## config.mk

```make
export PLATFORM = sky130hd
export DESIGN_NAME = uart_tx_ctrl
export DESIGN_NICKNAME = d
export VERILOG_FILES = /design/src/rtl/uart_pkg.sv /design/src/rtl/uart_bit_timer.sv /design/src/rtl/uart_tx_ctrl.sv
export SDC_FILE = /design/constraint.sdc
export NUM_CORES = 1
export LEC_CHECK = 0
export ABC_CLOCK_PERIOD_IN_PS = 1950
export CAP_MARGIN = 20
export CORE_UTILIZATION = 45
export DETAILED_ROUTE_END_ITERATION = 7
export GPL_ROUTABILITY_DRIVEN = 0
export GPL_TIMING_DRIVEN = 0
export PLACE_DENSITY = 0.69
export SLEW_MARGIN = 20
export SYNTH_ARGS = -nofsm -noshare
export SYNTH_HDL_FRONTEND = slang
export SYNTH_SLANG_ARGS = --single-unit
```

## constraint.sdc

```tcl
create_clock -name clk -period 1.95 [get_ports clk]
set_input_delay 0.39 -clock clk [delete_from_list [all_inputs] [get_ports clk]]
set_output_delay 0.39 -clock clk [all_outputs]
set_load 0.02 [all_outputs]
```

## src/rtl/uart_pkg.sv

```systemverilog
// uart_pkg: constants, types and helpers shared by the UART transmit and receive controllers.
//   - CLK_HZ       system clock the baud table is computed for
//   - FRAME_BITS   serial frame length (start + 7 data + 3 trailing bits)
//   - BAUD_K_*     bit-time-unit terminal counts; one bit time is k+1 clocks
//   - uart_state_e controller state encoding
//   - baud_k()     baud code -> terminal count
package uart_pkg;

    localparam int unsigned CLK_HZ     = 100_000_000;
    localparam int unsigned FRAME_BITS = 11;
    localparam int unsigned BTU_W      = 19;
    localparam int unsigned BITCNT_W   = 4;

    localparam logic [BTU_W-1:0] BAUD_K_0  = 19'd333333;
    localparam logic [BTU_W-1:0] BAUD_K_1  = 19'd83333;
    localparam logic [BTU_W-1:0] BAUD_K_2  = 19'd41667;
    localparam logic [BTU_W-1:0] BAUD_K_3  = 19'd20833;
    localparam logic [BTU_W-1:0] BAUD_K_4  = 19'd10417;
    localparam logic [BTU_W-1:0] BAUD_K_5  = 19'd5208;
    localparam logic [BTU_W-1:0] BAUD_K_6  = 19'd2604;
    localparam logic [BTU_W-1:0] BAUD_K_7  = 19'd1736;
    localparam logic [BTU_W-1:0] BAUD_K_8  = 19'd868;
    localparam logic [BTU_W-1:0] BAUD_K_9  = 19'd434;
    localparam logic [BTU_W-1:0] BAUD_K_10 = 19'd217;
    localparam logic [BTU_W-1:0] BAUD_K_11 = 19'd109;

    typedef enum logic {
        IDLE = 1'b0,
        SEND = 1'b1
    } uart_state_e;

    // Codes above 11 saturate to the fastest rate.
    function automatic logic [BTU_W-1:0] baud_k(input logic [3:0] sel);
        logic [BTU_W-1:0] k;
        case (sel)
            4'd0:    k = BAUD_K_0;
            4'd1:    k = BAUD_K_1;
            4'd2:    k = BAUD_K_2;
            4'd3:    k = BAUD_K_3;
            4'd4:    k = BAUD_K_4;
            4'd5:    k = BAUD_K_5;
            4'd6:    k = BAUD_K_6;
            4'd7:    k = BAUD_K_7;
            4'd8:    k = BAUD_K_8;
            4'd9:    k = BAUD_K_9;
            4'd10:   k = BAUD_K_10;
            default: k = BAUD_K_11;
        endcase
        return k;
    endfunction

endpackage

```

## src/rtl/uart_bit_timer.sv

```systemverilog
// uart_bit_timer: bit-time-unit counter.
//   clk   in   system clock
//   rst   in   asynchronous active-low reset
//   k     in   terminal count; one bit time is k+1 clocks
//   doit  in   1 = count, 0 = hold counter at zero
//   btu   out  combinational strobe, high while the count equals k
module uart_bit_timer
    import uart_pkg::*;
(
    input  logic             clk,
    input  logic             rst,
    input  logic [BTU_W-1:0] k,
    input  logic             doit,
    output logic             btu
);

    logic [BTU_W-1:0] cnt_q, cnt_d;

    assign btu = (cnt_q == k);

    always_comb begin
        cnt_d = cnt_q + 1'b1;
        if (!doit || btu) begin
            cnt_d = '0;
        end
    end

    always_ff @(posedge clk or negedge rst) begin
        if (!rst) begin
            cnt_q <= '0;
        end else begin
            cnt_q <= cnt_d;
        end
    end

endmodule

```

## src/rtl/uart_tx_ctrl.sv

```systemverilog
// uart_tx_ctrl: UART transmit controller.
//   clk       in   system clock
//   rst       in   asynchronous active-low reset
//   load      in   write strobe, accepted only while tx_rdy=1
//   out_port  in   byte to transmit
//   baud_sel  in   baud code (see uart_pkg::baud_k)
//   eight     in   1 = 8 data bits, 0 = 7 data bits
//   pen       in   parity enable
//   ohel      in   parity sense, 1 = odd, 0 = even
//   tx        out  serial line, idles high
//   tx_rdy    out  idle and able to accept load
//   tx_done   out  one-cycle pulse at the end of each frame
module uart_tx_ctrl
    import uart_pkg::*;
(
    input  logic       clk,
    input  logic       rst,
    input  logic       load,
    input  logic [7:0] out_port,
    input  logic [3:0] baud_sel,
    input  logic       eight,
    input  logic       pen,
    input  logic       ohel,
    output logic       tx,
    output logic       tx_rdy,
    output logic       tx_done
);

    uart_state_e           state_q, state_d;
    logic [FRAME_BITS-1:0] shreg_q, shreg_d;
    logic [BITCNT_W-1:0]   bitcnt_q, bitcnt_d;
    logic [BTU_W-1:0]      k_q, k_d;
    logic                  done_q, done_d;

    logic                  doit;
    logic                  btu;
    logic                  parity;
    logic                  frame_b8;
    logic                  frame_b9;
    logic [FRAME_BITS-1:0] frame;

    // Frame assembly from the live inputs; only used on the accepting edge.
    always_comb begin
        parity   = (eight ? ^out_port : ^out_port[6:0]) ^ ohel;
        frame_b8 = eight ? out_port[7] : (pen ? parity : 1'b1);
        frame_b9 = (eight && pen) ? parity : 1'b1;
        frame    = {1'b1, frame_b9, frame_b8, out_port[6:0], 1'b0};
    end

    assign doit = (state_q == SEND);

    uart_bit_timer u_bit_timer (
        .clk  (clk),
        .rst  (rst),
        .k    (k_q),
        .doit (doit),
        .btu  (btu)
    );

    always_comb begin
        state_d  = state_q;
        shreg_d  = shreg_q;
        bitcnt_d = bitcnt_q;
        k_d      = k_q;
        done_d   = 1'b0;
        unique case (state_q)
            IDLE: begin
                if (load) begin
                    state_d  = SEND;
                    shreg_d  = frame;
                    bitcnt_d = '0;
                    k_d      = baud_k(baud_sel);
                end
            end
            SEND: begin
                if (btu) begin
                    // One-fill leaves the register all ones after the stop bit,
                    // so tx idles high straight from the shift register.
                    shreg_d  = {1'b1, shreg_q[FRAME_BITS-1:1]};
                    bitcnt_d = bitcnt_q + 1'b1;
                    if (bitcnt_q == BITCNT_W'(FRAME_BITS - 1)) begin
                        state_d  = IDLE;
                        bitcnt_d = '0;
                        done_d   = 1'b1;
                    end
                end
            end
            default: state_d = IDLE;
        endcase
    end

    always_ff @(posedge clk or negedge rst) begin
        if (!rst) begin
            state_q  <= IDLE;
            shreg_q  <= '1;
            bitcnt_q <= '0;
            k_q      <= '0;
            done_q   <= 1'b0;
        end else begin
            state_q  <= state_d;
            shreg_q  <= shreg_d;
            bitcnt_q <= bitcnt_d;
            k_q      <= k_d;
            done_q   <= done_d;
        end
    end

    // tx comes straight off a flop, never through a mux.
    assign tx      = shreg_q[0];
    assign tx_rdy  = (state_q == IDLE);
    assign tx_done = done_q;

endmodule

```

==> metrics <==
via count normalized by instance count roughly 5.4; clock transition at the registers of the reported paths approximately 0.10 ns; EDFF count, synth 0; global-route congestion overflow total 0; initial antenna violation count 0; transition time at the pin with the least slew margin 0.6692 ns; cell repeated most along the worst path sky130_fd_sc_hd__buf_6; WP data arrival 2.25 ns; DR DRC count 1; violated checks DRC, setup timing; Detail Route Antenna Nets 0; count of nets after finishing 373; highest fanout seen on the critical path 5; worst setup skew after layout 0.01599 ns; maximum number of pins on one net before global-route repair between 50 and 60; areal power density over the cells approximately 1100 nW/µm²; antenna cell count 0; CTS tree built; number of cells after detailed placement ~400; sum of negative setup slack -0.4247 ns; number of hold buffers added after cts 0; P_leak around 1.6 nW; path class of the lowest-slack min-delay path input pin to asynchronous set/reset pin; peak ir drop on the vdd network 0.6263 mV; overall die height approximately 85 µm; detail-routed net length per standard cell about 16 µm; xor and xnor fraction of the mapped netlist area between 10% and 20%; clock tree sinks 53; top cell type's share of synthesized area a little over a third; fill cell instance count of the final layout around 570; max-slew violation total from the final report 0; synthesized area per cell roughly 10 µm²; total count of hold-check failures in the final report 0; x dimension of the die roughly 85 µm; CTS buffer count 5; Core Region between 6000 and 7000 µm²; commonest register cell after synthesis sky130_fd_sc_hd__dfrtp_1; worst setup slack after layout -0.06295 ns; Yosys top cell by area sky130_fd_sc_hd__dfrtp_1; Slowest-stage cell, CP sky130_fd_sc_hd__dfrtp_1; syn_nets 323; maximum clock insertion buffer count 2; crit path time final ~2 ns; synth cell count leaders sky130_fd_sc_hd__dfrtp_1 (43), sky130_fd_sc_hd__nor2_1 (34), sky130_fd_sc_hd__nand2_1 (27), sky130_fd_sc_hd__xnor2_1 (24); compound-cell area share of the yosys netlist around 12%; number of synthesis warnings 0; status finished with violations; unrepaired setup endpoints after global routing true; H-tree depth 2; Worst Setup Path Type flop to flop; number of cells on the worst reg-to-reg path 8; number of vias after detailed routing roughly 2300; via count of the first global-routing pass between 2000 and 2500; number of synthesized register bits 53; clock latency on the worst-skew pair a little over 0.3 ns; fraction of the mapped netlist area in simple logic gates between 15 and 20%; total of buffers placed on input and output ports 19; violation count after the first detailed-routing iteration 140; ratio of cells with drive above 1 in the final layout 25.00%; setup slack, reg-to-reg -0.06 ns; category of the worst setup path launch point flop; area enclosed by the die boundary between 7000 and 8000 µm²; sequential-to-total area share from yosys stat approximately 44%; leading cell type by number of instances after synthesis sky130_fd_sc_hd__dfrtp_1; total global-route track usage between 10% and 20%; count of maximum capacitance violations 0; Synth area leaders sky130_fd_sc_hd__dfrtp_1 (35%), sky130_fd_sc_hd__dfstp_2 (8.6%), sky130_fd_sc_hd__xnor2_1 (6.9%); cell area after technology mapping 3065 µm²; async set or reset register ratio after synthesis 100.0%; wire length of the first global-routing pass ~11 mm; fraction of the cycle the final worst path needs 103.2%; Critical Path, Cell by Cell buf_6 -> inv_2 -> a222oi_1 -> buf_4 -> nand3_4 -> o31ai_4 -> buf_6 -> mux2_4; Total Routed Length approximately 6.7 mm; relative max-transition margin between 50% and 60%; signed area change from the synthesized netlist to the final layout 20.86%; slowest stage delay, CP around 0.38 ns; main combinational cell family by area after synthesis simple AND/OR/NAND/NOR gates; multiplexer fraction of the synthesized cell area 8.735%; 1st-pass router iterations 6; data required time at the worst endpoint ~2.2 ns; endpoints failing setup 9; cell count after synthesis between 200 and 300; worst setup slack after placement -0.2505 ns; number of standard cells in the layout, taps in and fillers out around 430; reg-to-reg critical path startpoint u_bit_timer.cnt_q[11]; Boundary Pins 21; cell at the root of the clock tree sky130_fd_sc_hd__clkbuf_8; adder-cell area share of the yosys netlist under 10%; half-perimeter wire length of the detailed placement result roughly 4.6 mm; Achievable Freq between 400 and 500 MHz; distinct cell type count after synthesis between 40 and 50; placement row count 29; capturing element type of the critical path flop; destination of the worst register-to-register timing path shreg_q[5]; initial core utilization 47.46%
==> worst max path at each step <==
stage | slack [ns] | start | cells past startpoint | end
floorplan | 0.01 | u_bit_timer.cnt_q[11] | 6 | shreg_q[2]
global placement | -1.11 | rst | 1 | u_bit_timer.cnt_q[14]
global route | -0.17 | u_bit_timer.cnt_q[0] | 6 | shreg_q[5]
detailed placement | -0.25 | u_bit_timer.cnt_q[4] | 6 | u_bit_timer.cnt_q[0]
finish | -0.06 | u_bit_timer.cnt_q[11] | 8 | shreg_q[5]
CTS | -0.09 | k_q[1] | 6 | shreg_q[5]
==> final cells by class <==
class	count	area (µm²)	area share (%)
well taps	77	96.34	2.600
multi-input cells	218	1648	44.48
inverters	14	52.55	1.418
plain buffers	10	53.80	1.452
clock buffers	6	72.57	1.959
flip-flops and latches	53	1346	36.34
clock inverters	2	38.79	1.047
repair buffers	45	396.6	10.71
==> per-layer routing <==
| layer | up-vias | part of all wire [%] | GRT usage, % |
|---|---|---|---|
| met3 | 11 | 3.0 | 3.245 |
| met4 | 0 | 1.8 | 7.550 |
| met5 | - | 0 | 0 |
| li1 | 1130 | - | - |
| met1 | 1129 | 47 | 26.83 |
| met2 | 42 | 48 | 31.41 |
==> sequential cells by signal, indices dropped and copies added (netlist names) <==
name               count
u_bit_timer.cnt_q     19
k_q                   18
shreg_q               10
bitcnt_q               4
doit                   1
tx_done                1
==> critical path: cells and delay by family, from the launching register on <==
family          cells  cell delay, ns
compound gates      2            0.61
buf+inv             4            0.53
flops               1            0.38
mux                 1            0.31
simple gates        1            0.12
==> metrics by stage <==
step | total power [mW] | utilization [%] | hold WS [ns] | area (µm²)
after floorplan | 2.665 | - | 0.09441 | 3065
after global routing | 4.221 | 57.36 | 0.1529 | 3705
final | 3.981 | 57.36 | 0.1042 | 3705
after CTS | 3.849 | 55.06 | 0.1283 | 3556
after global placement | 2.945 | 51.90 | 0.4768 | 3352
after detailed placement | 3.002 | 51.86 | 0.4677 | 3349
==> cell families (layout without fill, tap and decap cells) <==
group	Yosys count	after routing
muxes	22	22
and+or+nand+nor	108	108
adders and majority gates	8	8
buffers and inverters	26	77
xor gates and xnor gates	37	37
DFF	53	53
AOI/OAI and AO/OA	43	43
==> power breakdown <==
| group | switching (mW) | internal [mW] |
|---|---|---|
| Clock | 0.364 | 0.386 |
| Combinational | 0.711 | 0.818 |
| Sequential | 0.256 | 1.45 |
| Total | 1.33 | 2.65 |
==> layout by cell type, fill, tap and decap left out, types with 6 or more instances in the layout <==
master	n
sky130_fd_sc_hd__buf_4	24
sky130_fd_sc_hd__clkbuf_1	7
sky130_fd_sc_hd__clkdlybuf4s50_1	17
sky130_fd_sc_hd__dfrtp_1	37
sky130_fd_sc_hd__dfrtp_2	6
sky130_fd_sc_hd__dfstp_2	10
sky130_fd_sc_hd__ha_1	8
sky130_fd_sc_hd__inv_1	12
sky130_fd_sc_hd__mux2_2	9
sky130_fd_sc_hd__mux2_4	8
sky130_fd_sc_hd__nand2_1	27
sky130_fd_sc_hd__nand3_1	9
sky130_fd_sc_hd__nor2_1	34
sky130_fd_sc_hd__nor2b_1	7
sky130_fd_sc_hd__o21ai_0	12
sky130_fd_sc_hd__o31ai_1	6
sky130_fd_sc_hd__xnor2_1	24
sky130_fd_sc_hd__xor2_1	12
==> repair_timing <==
item                       in CTS  in global routing
gates resized for setup         5                 14
buffers inserted               10                 15
pin swaps                       9                 10
cloned                          1                  0
setup endpoints to repair      32                 37
Power figures use the tool's default switching activity.
